$ cat src/rtl/uart_pkg.sv
// rtl/uart_pkg.sv - shared UART receiver types, frame constants and helpers
package uart_pkg;

    typedef enum logic [2:0] {
        IDLE   = 3'd0,
        START  = 3'd1,
        DATA   = 3'd2,
        PARITY = 3'd3,
        STOP   = 3'd4
    } rx_state_e;

    localparam logic START_BIT = 1'b0;
    localparam logic STOP_BIT  = 1'b1;

    localparam int unsigned PRESCALE_8  = 8;
    localparam int unsigned PRESCALE_16 = 16;
    localparam int unsigned PRESCALE_32 = 32;

    function automatic logic majority3(input logic a, input logic b, input logic c);
        return (a & b) | (a & c) | (b & c);
    endfunction

    function automatic logic prescale_legal(input int unsigned p);
        return (p == PRESCALE_8) || (p == PRESCALE_16) || (p == PRESCALE_32);
    endfunction

endpackage

$ cat src/rtl/uart_rx_sampler.sv
// rtl/uart_rx_sampler.sv - per-bit edge counter with 3-sample majority vote
module uart_rx_sampler
    import uart_pkg::*;
#(
    parameter int PRESCALE_W = 6
) (
    input  logic                  clk,
    input  logic                  rst,
    input  logic                  rx_i,
    input  logic                  start_i,
    input  logic                  run_i,
    input  logic [PRESCALE_W-1:0] prescale_i,
    output logic                  sampled_bit_o,
    output logic                  sample_done_o
);

    localparam logic [PRESCALE_W-1:0] ONE = {{(PRESCALE_W-1){1'b0}}, 1'b1};

    logic [PRESCALE_W-1:0] edge_cnt_q, edge_cnt_d;
    logic [PRESCALE_W-1:0] half, last;
    logic                  s0_q, s1_q, bit_q;

    assign half = prescale_i >> 1;
    assign last = prescale_i - ONE;

    // The start-detect cycle is edge 0, so the counter enters the frame at 1.
    always_comb begin
        edge_cnt_d = '0;
        if (start_i) begin
            edge_cnt_d = ONE;
        end else if (run_i) begin
            edge_cnt_d = (edge_cnt_q == last) ? '0 : edge_cnt_q + ONE;
        end
    end

    always_ff @(posedge clk or posedge rst) begin
        if (rst) begin
            edge_cnt_q <= '0;
            s0_q       <= 1'b1;
            s1_q       <= 1'b1;
            bit_q      <= 1'b1;
        end else begin
            edge_cnt_q <= edge_cnt_d;
            if (run_i) begin
                if (edge_cnt_q == half - ONE) s0_q <= rx_i;
                if (edge_cnt_q == half)       s1_q <= rx_i;
                if (edge_cnt_q == half + ONE) bit_q <= majority3(s0_q, s1_q, rx_i);
            end
        end
    end

    assign sampled_bit_o = bit_q;
    assign sample_done_o = run_i && (edge_cnt_q == last);

endmodule

$ cat src/rtl/uart_rx.sv
// rtl/uart_rx.sv - UART receiver: deframes RX_IN with parity and stop checks
module uart_rx
    import uart_pkg::*;
#(
    parameter int DATA_WIDTH = 8,
    parameter int PRESCALE_W = 6
) (
    input  logic                  clk,
    input  logic                  rst,
    input  logic                  RX_IN,
    input  logic [PRESCALE_W-1:0] PRESCALE,
    input  logic                  PAR_EN,
    input  logic                  PAR_TYP,
    output logic [DATA_WIDTH-1:0] P_DATA,
    output logic                  data_valid,
    output logic                  par_err,
    output logic                  stp_err,
    output logic                  busy
);

    localparam int CNT_W = (DATA_WIDTH > 1) ? $clog2(DATA_WIDTH) : 1;
    localparam logic [CNT_W-1:0] LAST_BIT = CNT_W'(DATA_WIDTH - 1);

    rx_state_e             state_q, state_d;
    logic [CNT_W-1:0]      bit_cnt_q, bit_cnt_d;
    logic [DATA_WIDTH-1:0] shift_q, shift_d;
    logic [DATA_WIDTH-1:0] p_data_q, p_data_d;
    logic [PRESCALE_W-1:0] prescale_q, prescale_d;
    logic                  par_en_q, par_en_d;
    logic                  par_typ_q, par_typ_d;
    logic                  par_fail_q, par_fail_d;
    logic                  data_valid_q, data_valid_d;
    logic                  par_err_q, par_err_d;
    logic                  stp_err_q, stp_err_d;

    logic start_det, run, sampled_bit, sample_done;

    assign start_det = (state_q == IDLE) && (RX_IN == START_BIT);
    assign run       = (state_q != IDLE);

    uart_rx_sampler #(
        .PRESCALE_W(PRESCALE_W)
    ) u_sampler (
        .clk          (clk),
        .rst          (rst),
        .rx_i         (RX_IN),
        .start_i      (start_det),
        .run_i        (run),
        .prescale_i   (prescale_q),
        .sampled_bit_o(sampled_bit),
        .sample_done_o(sample_done)
    );

    always_comb begin
        state_d      = state_q;
        bit_cnt_d    = bit_cnt_q;
        shift_d      = shift_q;
        p_data_d     = p_data_q;
        prescale_d   = prescale_q;
        par_en_d     = par_en_q;
        par_typ_d    = par_typ_q;
        par_fail_d   = par_fail_q;
        data_valid_d = 1'b0;
        par_err_d    = 1'b0;
        stp_err_d    = 1'b0;

        case (state_q)
            IDLE: begin
                if (start_det) begin
                    state_d    = START;
                    prescale_d = PRESCALE;
                    par_en_d   = PAR_EN;
                    par_typ_d  = PAR_TYP;
                    par_fail_d = 1'b0;
                    bit_cnt_d  = '0;
                end
            end
            START: begin
                if (sample_done) begin
                    state_d = (sampled_bit == START_BIT) ? DATA : IDLE;
                end
            end
            DATA: begin
                if (sample_done) begin
                    shift_d = {sampled_bit, shift_q[DATA_WIDTH-1:1]};
                    if (bit_cnt_q == LAST_BIT) begin
                        bit_cnt_d = '0;
                        state_d   = par_en_q ? PARITY : STOP;
                    end else begin
                        bit_cnt_d = bit_cnt_q + 1'b1;
                    end
                end
            end
            PARITY: begin
                if (sample_done) begin
                    par_fail_d = (sampled_bit != ((^shift_q) ^ par_typ_q));
                    state_d    = STOP;
                end
            end
            STOP: begin
                // A parity failure takes precedence over a bad stop bit.
                if (sample_done) begin
                    state_d = IDLE;
                    if (par_fail_q) begin
                        par_err_d = 1'b1;
                    end else if (sampled_bit != STOP_BIT) begin
                        stp_err_d = 1'b1;
                    end else begin
                        p_data_d     = shift_q;
                        data_valid_d = 1'b1;
                    end
                end
            end
            default: state_d = IDLE;
        endcase
    end

    always_ff @(posedge clk or posedge rst) begin
        if (rst) begin
            state_q      <= IDLE;
            bit_cnt_q    <= '0;
            shift_q      <= '0;
            p_data_q     <= '0;
            prescale_q   <= '0;
            par_en_q     <= 1'b0;
            par_typ_q    <= 1'b0;
            par_fail_q   <= 1'b0;
            data_valid_q <= 1'b0;
            par_err_q    <= 1'b0;
            stp_err_q    <= 1'b0;
        end else begin
            state_q      <= state_d;
            bit_cnt_q    <= bit_cnt_d;
            shift_q      <= shift_d;
            p_data_q     <= p_data_d;
            prescale_q   <= prescale_d;
            par_en_q     <= par_en_d;
            par_typ_q    <= par_typ_d;
            par_fail_q   <= par_fail_d;
            data_valid_q <= data_valid_d;
            par_err_q    <= par_err_d;
            stp_err_q    <= stp_err_d;
        end
    end

    assign P_DATA     = p_data_q;
    assign data_valid = data_valid_q;
    assign par_err    = par_err_q;
    assign stp_err    = stp_err_q;
    assign busy       = run;

endmodule

$ cat config.mk
export PLATFORM = sky130hd
export DESIGN_NAME = uart_rx
export DESIGN_NICKNAME = d
export VERILOG_FILES = /design/src/rtl/uart_pkg.sv /design/src/rtl/uart_rx_sampler.sv /design/src/rtl/uart_rx.sv
export SDC_FILE = /design/constraint.sdc
export NUM_CORES = 1
export LEC_CHECK = 0
export ABC_AREA = 1
export ABC_CLOCK_PERIOD_IN_PS = 2600
export BUFFER_PORTS_ARGS = -buffer_cell sky130_fd_sc_hd__clkbuf_2
export CORE_MARGIN = 3
export CORE_UTILIZATION = 55
export CTS_CLUSTER_DIAMETER = 100
export DETAILED_ROUTE_END_ITERATION = 10
export GPL_ROUTABILITY_DRIVEN = 0
export PLACE_DENSITY = 0.84
export SETUP_SLACK_MARGIN = 0.3
export SLEW_MARGIN = 20
export SYNTH_ARGS = -nofsm -noshare
export SYNTH_HDL_FRONTEND = slang
export SYNTH_SLANG_ARGS = --single-unit
$ cat constraint.sdc
create_clock -name clk -period 2.6 [get_ports clk]
set_clock_uncertainty 0.2 [all_clocks]
set_input_delay 0.39 -clock clk [delete_from_list [all_inputs] [get_ports clk]]
set_output_delay 0.39 -clock clk [all_outputs]
set_load 0.02 [all_outputs]
==> results of run 1 <==
[worst max-delay path: stages (launching register included)]
cell      delay [ns]
dfrtp_2         0.47
inv_2           0.12
ha_1            0.24
nand4_1         0.17
xnor2_2         0.27
nand2_2         0.14
clkinv_4        0.11
nand2_8         0.10
nand2_4         0.10
inv_2           0.05
nand2_1         0.05
nand2_1         0.05
[timing repair]
item,in CTS,in global routing
gates cloned,0,1
resized for setup,0,6
setup buffers,1,7
hold endpoints to repair,14,0
pin swaps,0,2
endpoints found under the setup margin,1,15
hold buffers,1,0
[per-layer routing]
metal | GRT usage | vias up | wire (um)
li1 | - | 1026 | -
met1 | 0.269 | 980 | 2350
met2 | 0.322 | 33 | 2420
met3 | 0.0413 | 7 | 214
met4 | 0.0738 | 0 | 76
met5 | 0 | - | 0
[cell families (layout without fill, tap and decap cells)]
logic type               Yosys count  count (layout)  share of synthesized area
XOR/XNOR                          25              25                     0.0918
adder cells (fa/ha/maj)            7               7                     0.0355
AND/OR/NAND/NOR                  137             138                      0.259
buffers and inverters             44              82                     0.0756
flip-flops                        43              43                      0.438
AO/OA/AOI/OAI                     40              40                     0.0963
multiplexers                       1               1                    0.00456
[state kept, by name (all words and copies together) (netlist names), 3 cells and up]
name                  cells
prescale_q                6
u_sampler.edge_cnt_q      6
P_DATA                    8
bit_cnt_q                 3
shift_q                   8
state_q                   3
[layout make-up]
| type | count | area (um2) | area share |
|---|---|---|---|
| sequential | 43 | 1080 | 0.383 |
| inverter | 40 | 155 | 0.0550 |
| clock buffer | 6 | 72.6 | 0.0257 |
| tap | 50 | 62.6 | 0.0222 |
| timing repair buffer | 34 | 203 | 0.0719 |
| multi-input combinational | 211 | 1230 | 0.437 |
| clock inverter | 2 | 12.5 | 0.00444 |
[report_power, final]
group	internal, mW	leakage (nW)	switching (mW)
combinational	0.0128	0.836	0.0241
clock	0.188	0.0412	0.232
sequential	0.673	0.533	0.00450
[cell usage in the layout, fill, tap and decap left out, types with 2 or more instances in the layout]
cell type,count
o21ai_1,7
nor3_1,9
a211oi_1,3
clkbuf_8,5
o21a_1,7
ha_1,7
dfstp_2,3
a21oi_1,11
nand3_1,17
dfrtp_1,39
o21ai_0,7
inv_2,7
inv_1,31
xor2_1,11
nand2_2,2
xnor2_1,13
buf_4,11
nor4_1,2
nor2_1,20
nor2_4,4
nand2_1,73
clkbuf_2,22
nand3_2,2
nand4_1,2
[worst paths after layout]
check / startpoint / endpoint / slack, ns / cells past startpoint
setup / recovery: prescale_q[2] / bit_cnt_q[2] / 0.44 / 11
hold / removal: PAR_TYP / par_typ_q / 0.12 / 2
setup reg to reg: prescale_q[2] / bit_cnt_q[2] / 0.44 / 11
hold reg to reg: par_fail_q / stp_err / 0.26 / 1
max in group asynchronous: rst / u_sampler.s1_q / 1.20 / 4
min in group asynchronous: rst / P_DATA[6] / 0.41 / 3
[per-stage QoR]
step / total power [mW] / area, um2 / hold WS (ns) / instances
after floorplan: 0.709 / 2470 / 0.232 / 297
after global placement: 0.725 / 2630 / 0.181 / 368
after detailed placement: 0.726 / 2630 / 0.186 / 368
after CTS: 1.14 / 2730 / 0.117 / 378
after global routing: 1.18 / 2820 / 0.126 / 386
final: 1.13 / 2820 / 0.123 / 386
==> metrics.md, run 1 <==
| Metric | Value |
|---|---|
| Run status | `finished clean` |
| Most instantiated library cell after synthesis | `nand2_1` |
| Worst-margin pin slew | `0.583 ns` |
| Synth cell types | `38` |
| Syn. warnings | `0` |
| CTS tree | `yes` |
| Commonest cells post-synth | `nand2_1 (73), dfrtp_1 (40), inv_1 (33)` |
| Initial Utilization | `0.591` |
| WP data required | `2.60 ns` |
| Wire length of the first global-routing pass | `approximately 8300 um` |
| # diodes | `0` |
| IO Pins | `23` |
| EDFF count, synth | `0` |
| Post-synthesis cell area | `2470 um2` |
| Final hold vios | `0` |
| Drt initial violations | `approximately 220` |
| Leak pwr | `about 1.4 nW` |
| Max Cap Viol | `0` |
| Root Buffer | `clkbuf_8` |
| Final worst-path setup slack | `0.437 ns` |
| Count of final setup violators | `0` |
| Setup TNS | `0 ns` |
| Dpl ws | `0.314 ns` |
| Vias in the first global route | `1875` |
| DRT Wirelength | `5060 um` |
| CTS Sinks | `43` |
| Leading area contributor after synthesis | `dfrtp_1` |
| Fill count | `about 320` |
| Async SR Flop Fraction | `1.00` |
| Worst setup EP type | `flip-flop` |
| Initial antenna violation count | `0` |
| Die area | `about 5300 um2` |
| Sequential-to-total area share from yosys stat | `0.438` |
| Unrepaired setup endpoints after global routing | `true` |
| Detailed Place HPWL | `3780 um` |
| Max clock buf depth | `2` |
| Layout cell share with drive strength beyond 1 | `0.205` |
| Drt drc | `0` |
| Worst-Skew Late Latency | `0.30 ns` |
| Critical path class | `flip-flop to flip-flop` |
| Area share of the largest cell type after synthesis | `0.406` |
| Fin util | `0.676` |
| Area growth syn-to-layout | `14.3%` |
| Count of buffers from port buffering | `22` |
| Final layout net count | `353` |
| Via total after detailed routing | `2046` |
| Post-layout min period | `~2.2 ns` |
| Fmax | `462 MHz` |
| Fin crit share | `0.832` |
| Slew Viols, Final | `0` |
| Antenna violation net count after detailed routing | `0` |
| Max H-tree Level | `2` |
| Die Wd | `73.0 um` |
| Syn Inst Count | `297` |
| WP data arrival | `2.16 ns` |
| CTS buffer count | `5` |
| Synthesized area per cell | `between 8 and 9 um2` |
| Slew headroom | `0.609` |
| WL per Instance | `~13 um` |
| Core area | `4170 um2` |
| Total GRT Usage | `0.201` |
| Pre-Repair DR Iteration Count | `4` |
| PwrDens | `between 400 and 500 nW/um2` |
| #FFs+latches synth | `43` |
| Max VDD drop | `366 uV` |
| Row cnt | `23` |
| Crit Path Max Fanout | `17` |
| Syn nets | `315` |
| Hold WC Path Type | `primary input to flip-flop` |
| Primary FF master, synth | `dfrtp_1` |
| Grt ovf | `0` |
| Largest net degree at the start of global routing | `19` |
| Critical Path Start Type | `flip-flop` |
| Die height | `73.0 um` |
| Via density | `about 5.3` |
| Top cells by area, synth | `dfrtp_1 (41%), nand2_1 (11%), inv_1 (5.0%), xnor2_1 (4.6%), xor2_1 (3.9%)` |
| Clock slew at reported path FFs | `0.09 ns` |
Note: power is estimated with default switching activity, not from simulation.
==> inputs of run 2 (changes only) <==
ABC_CLOCK_PERIOD_IN_PS = 2200   (was 2600)
clock period = 2.2 ns   (was 2.6 ns; I/O delays follow)
==> run 2 against run 1 <==
Net effect:
- clock-buffer cell count shrank 1
- non-clock buffer count is the same
- via count grew 0.98%
- combinational power grew 12%
- routed wire length grew 5.6%
- first-iteration DRC count shrank 31%
- total power grew 21%
- worst hold slack lost 0.067 ns
- setup slack lost 0.30 ns
- utilization grew 1.8 points
- sequential cell count is the same
- sequential power grew 18%
==> metrics.md, run 2 (synthesis gave the netlist of run 1 again) <==
| Metric | Value |
|---|---|
| Hold slack | `0.0561 ns` |
| DRT Wirelength | `5340 um` |
| Setup TNS | `0 ns` |
| Root Buffer | `clkbuf_8` |
| Worst-margin pin slew | `0.537 ns` |
| Fmax | `484 MHz` |
| Core area | `4170 um2` |
| Via total after detailed routing | `2066` |
| Final hold vios | `0` |
| Critical Path Start Type | `flip-flop` |
| Unrepaired setup endpoints after global routing | `true` |
| Worst-Skew Late Latency | `0.30 ns` |
| Count of final setup violators | `0` |
| IO Pins | `23` |
| # diodes | `0` |
| Most frequent cells in the layout | `nand2_1 (68), dfrtp_1 (40), inv_1 (30)` |
| Max H-tree Level | `2` |
| Total GRT Usage | `0.228` |
| Drt drc | `0` |
| Max VDD drop | `495 uV` |
| WP data required | `2.20 ns` |
| Crit Path Max Fanout | `8` |
| Slew Viols, Final | `0` |
| Via density | `5.35` |
| Initial antenna violation count | `0` |
| Dpl cell area | `2660 um2` |
| Crit-path max cell delay | `0.40 ns` |
| Grt ovf | `0` |
| Dpl ws | `between 0.01 and 0.015 ns` |
| Post-route cell area | `2890 um2` |
| Pre-Repair DR Iteration Count | `4` |
| Final worst-path setup slack | `approximately 0.13 ns` |
| Vias in the first global route | `between 2000 and 2500` |
| CTS Sinks | `43` |
| Max Cap Viol | `0` |
| Worst setup EP type | `flip-flop` |
| Die Wd | `73.0 um` |
| PwrDens | `475 nW/um2` |
| Die area | `5330 um2` |
| WP data arrival | `2.07 ns` |
| Initial Utilization | `0.591` |
| Antenna violation net count after detailed routing | `0` |
| Drt initial violations | `~150` |
| Fill count | `332` |
| Max clock buf depth | `2` |
| WL per Instance | `13.8 um` |
| Fin crit share | `0.939` |
| Clock slew at reported path FFs | `0.09 ns` |
| Commonest non-fill, non-tap cell in the layout | `nand2_1` |
| Leak pwr | `1.42 nW` |
| Critical path class | `flip-flop to flip-flop` |
| Area growth syn-to-layout | `17.3%` |
| CP cell instances | `inv_2 > ha_4 > nand2_2 > nand2_2 > nor2_4 > nand3_2 > nor2_4 > nand3_4 > nor2_8 > nand2_1 > o21a_1` |
| Largest net degree at the start of global routing | `44` |
| Final Power | `1.37 mW` |
| Wire length of the first global-routing pass | `9310 um` |
| Detailed Place HPWL | `3680 um` |
| Die height | `73.0 um` |
| Final layout net count | `353` |
| Post-layout min period | `2.07 ns` |
| CP max-delay cell | `dfrtp_1` |
| Run status | `finished clean` |
| Layout cell share with drive strength beyond 1 | `0.247` |
| Hold WC Path Type | `primary input to flip-flop` |
| CTS buffer count | `5` |
| CTS tree | `yes` |
| Row cnt | `23` |
| Slew headroom | `0.642` |
| Count of buffers from port buffering | `22` |
## run 2: what timing repair did
action	in CTS	in global routing
hold buffers	1	0
buffers inserted	5	1
pin swaps	4	2
endpoints found under the setup margin	28	35
gates resized for setup	12	7
hold endpoints to repair	40	0
cloned	1	0
## run 2: area by class of cell
cell class	count	area, um2	share of cell area
multi-input combinational	211	1290	0.447
sequential	43	1080	0.373
timing repair buffer	34	206	0.0713
inverter	40	155	0.0536
clock buffer	5	68.8	0.0238
tap	50	62.6	0.0216
clock inverter	3	26.3	0.00908
## run 2: metrics by stage
stage                util  instances
finish              0.694        386
floorplan               -        297
global route        0.694        386
detailed placement  0.638        370
global placement    0.638        370
CTS                 0.685        385
## run 2: worst paths after layout
check / start / endpoint / slack (ns) / cells past startpoint
max in group asynchronous: rst / u_sampler.sampled_bit_o / 0.93 / 4
max: prescale_q[1] / P_DATA[2] / 0.13 / 11
max reg2reg: prescale_q[1] / P_DATA[2] / 0.13 / 11
min: PAR_TYP / par_typ_q / 0.06 / 2
min reg2reg: P_DATA[1] / P_DATA[1] / 0.29 / 1
min in group asynchronous: rst / prescale_q[0] / 0.48 / 4
## run 2: critical path: cells and delay by family (launching register included)
kind | cells | cell delay, ns
flip-flops | 1 | 0.40
adder cells (fa/ha/maj) | 1 | 0.22
buffers and inverters | 1 | 0.11
AND/OR/NAND/NOR | 8 | 0.93
AO/OA/AOI/OAI | 1 | 0.11
## run 2: report_power, final
part | total, mW | switching, mW | internal [mW]
clock | 0.531 | 0.298 | 0.233
sequential | 0.801 | 0.00556 | 0.796
combinational | 0.0413 | 0.0271 | 0.0141
total | 1.37 | 0.330 | 1.04
## run 2: metal layers
metal  part of all wire  GRT usage  vias to the layer above
met4              0.011     0.0779                        0
li1                   -          -                     1032
met1               0.43      0.298                      989
met2               0.50      0.368                       39
met5                  0          0                        -
met3              0.050     0.0551                        6
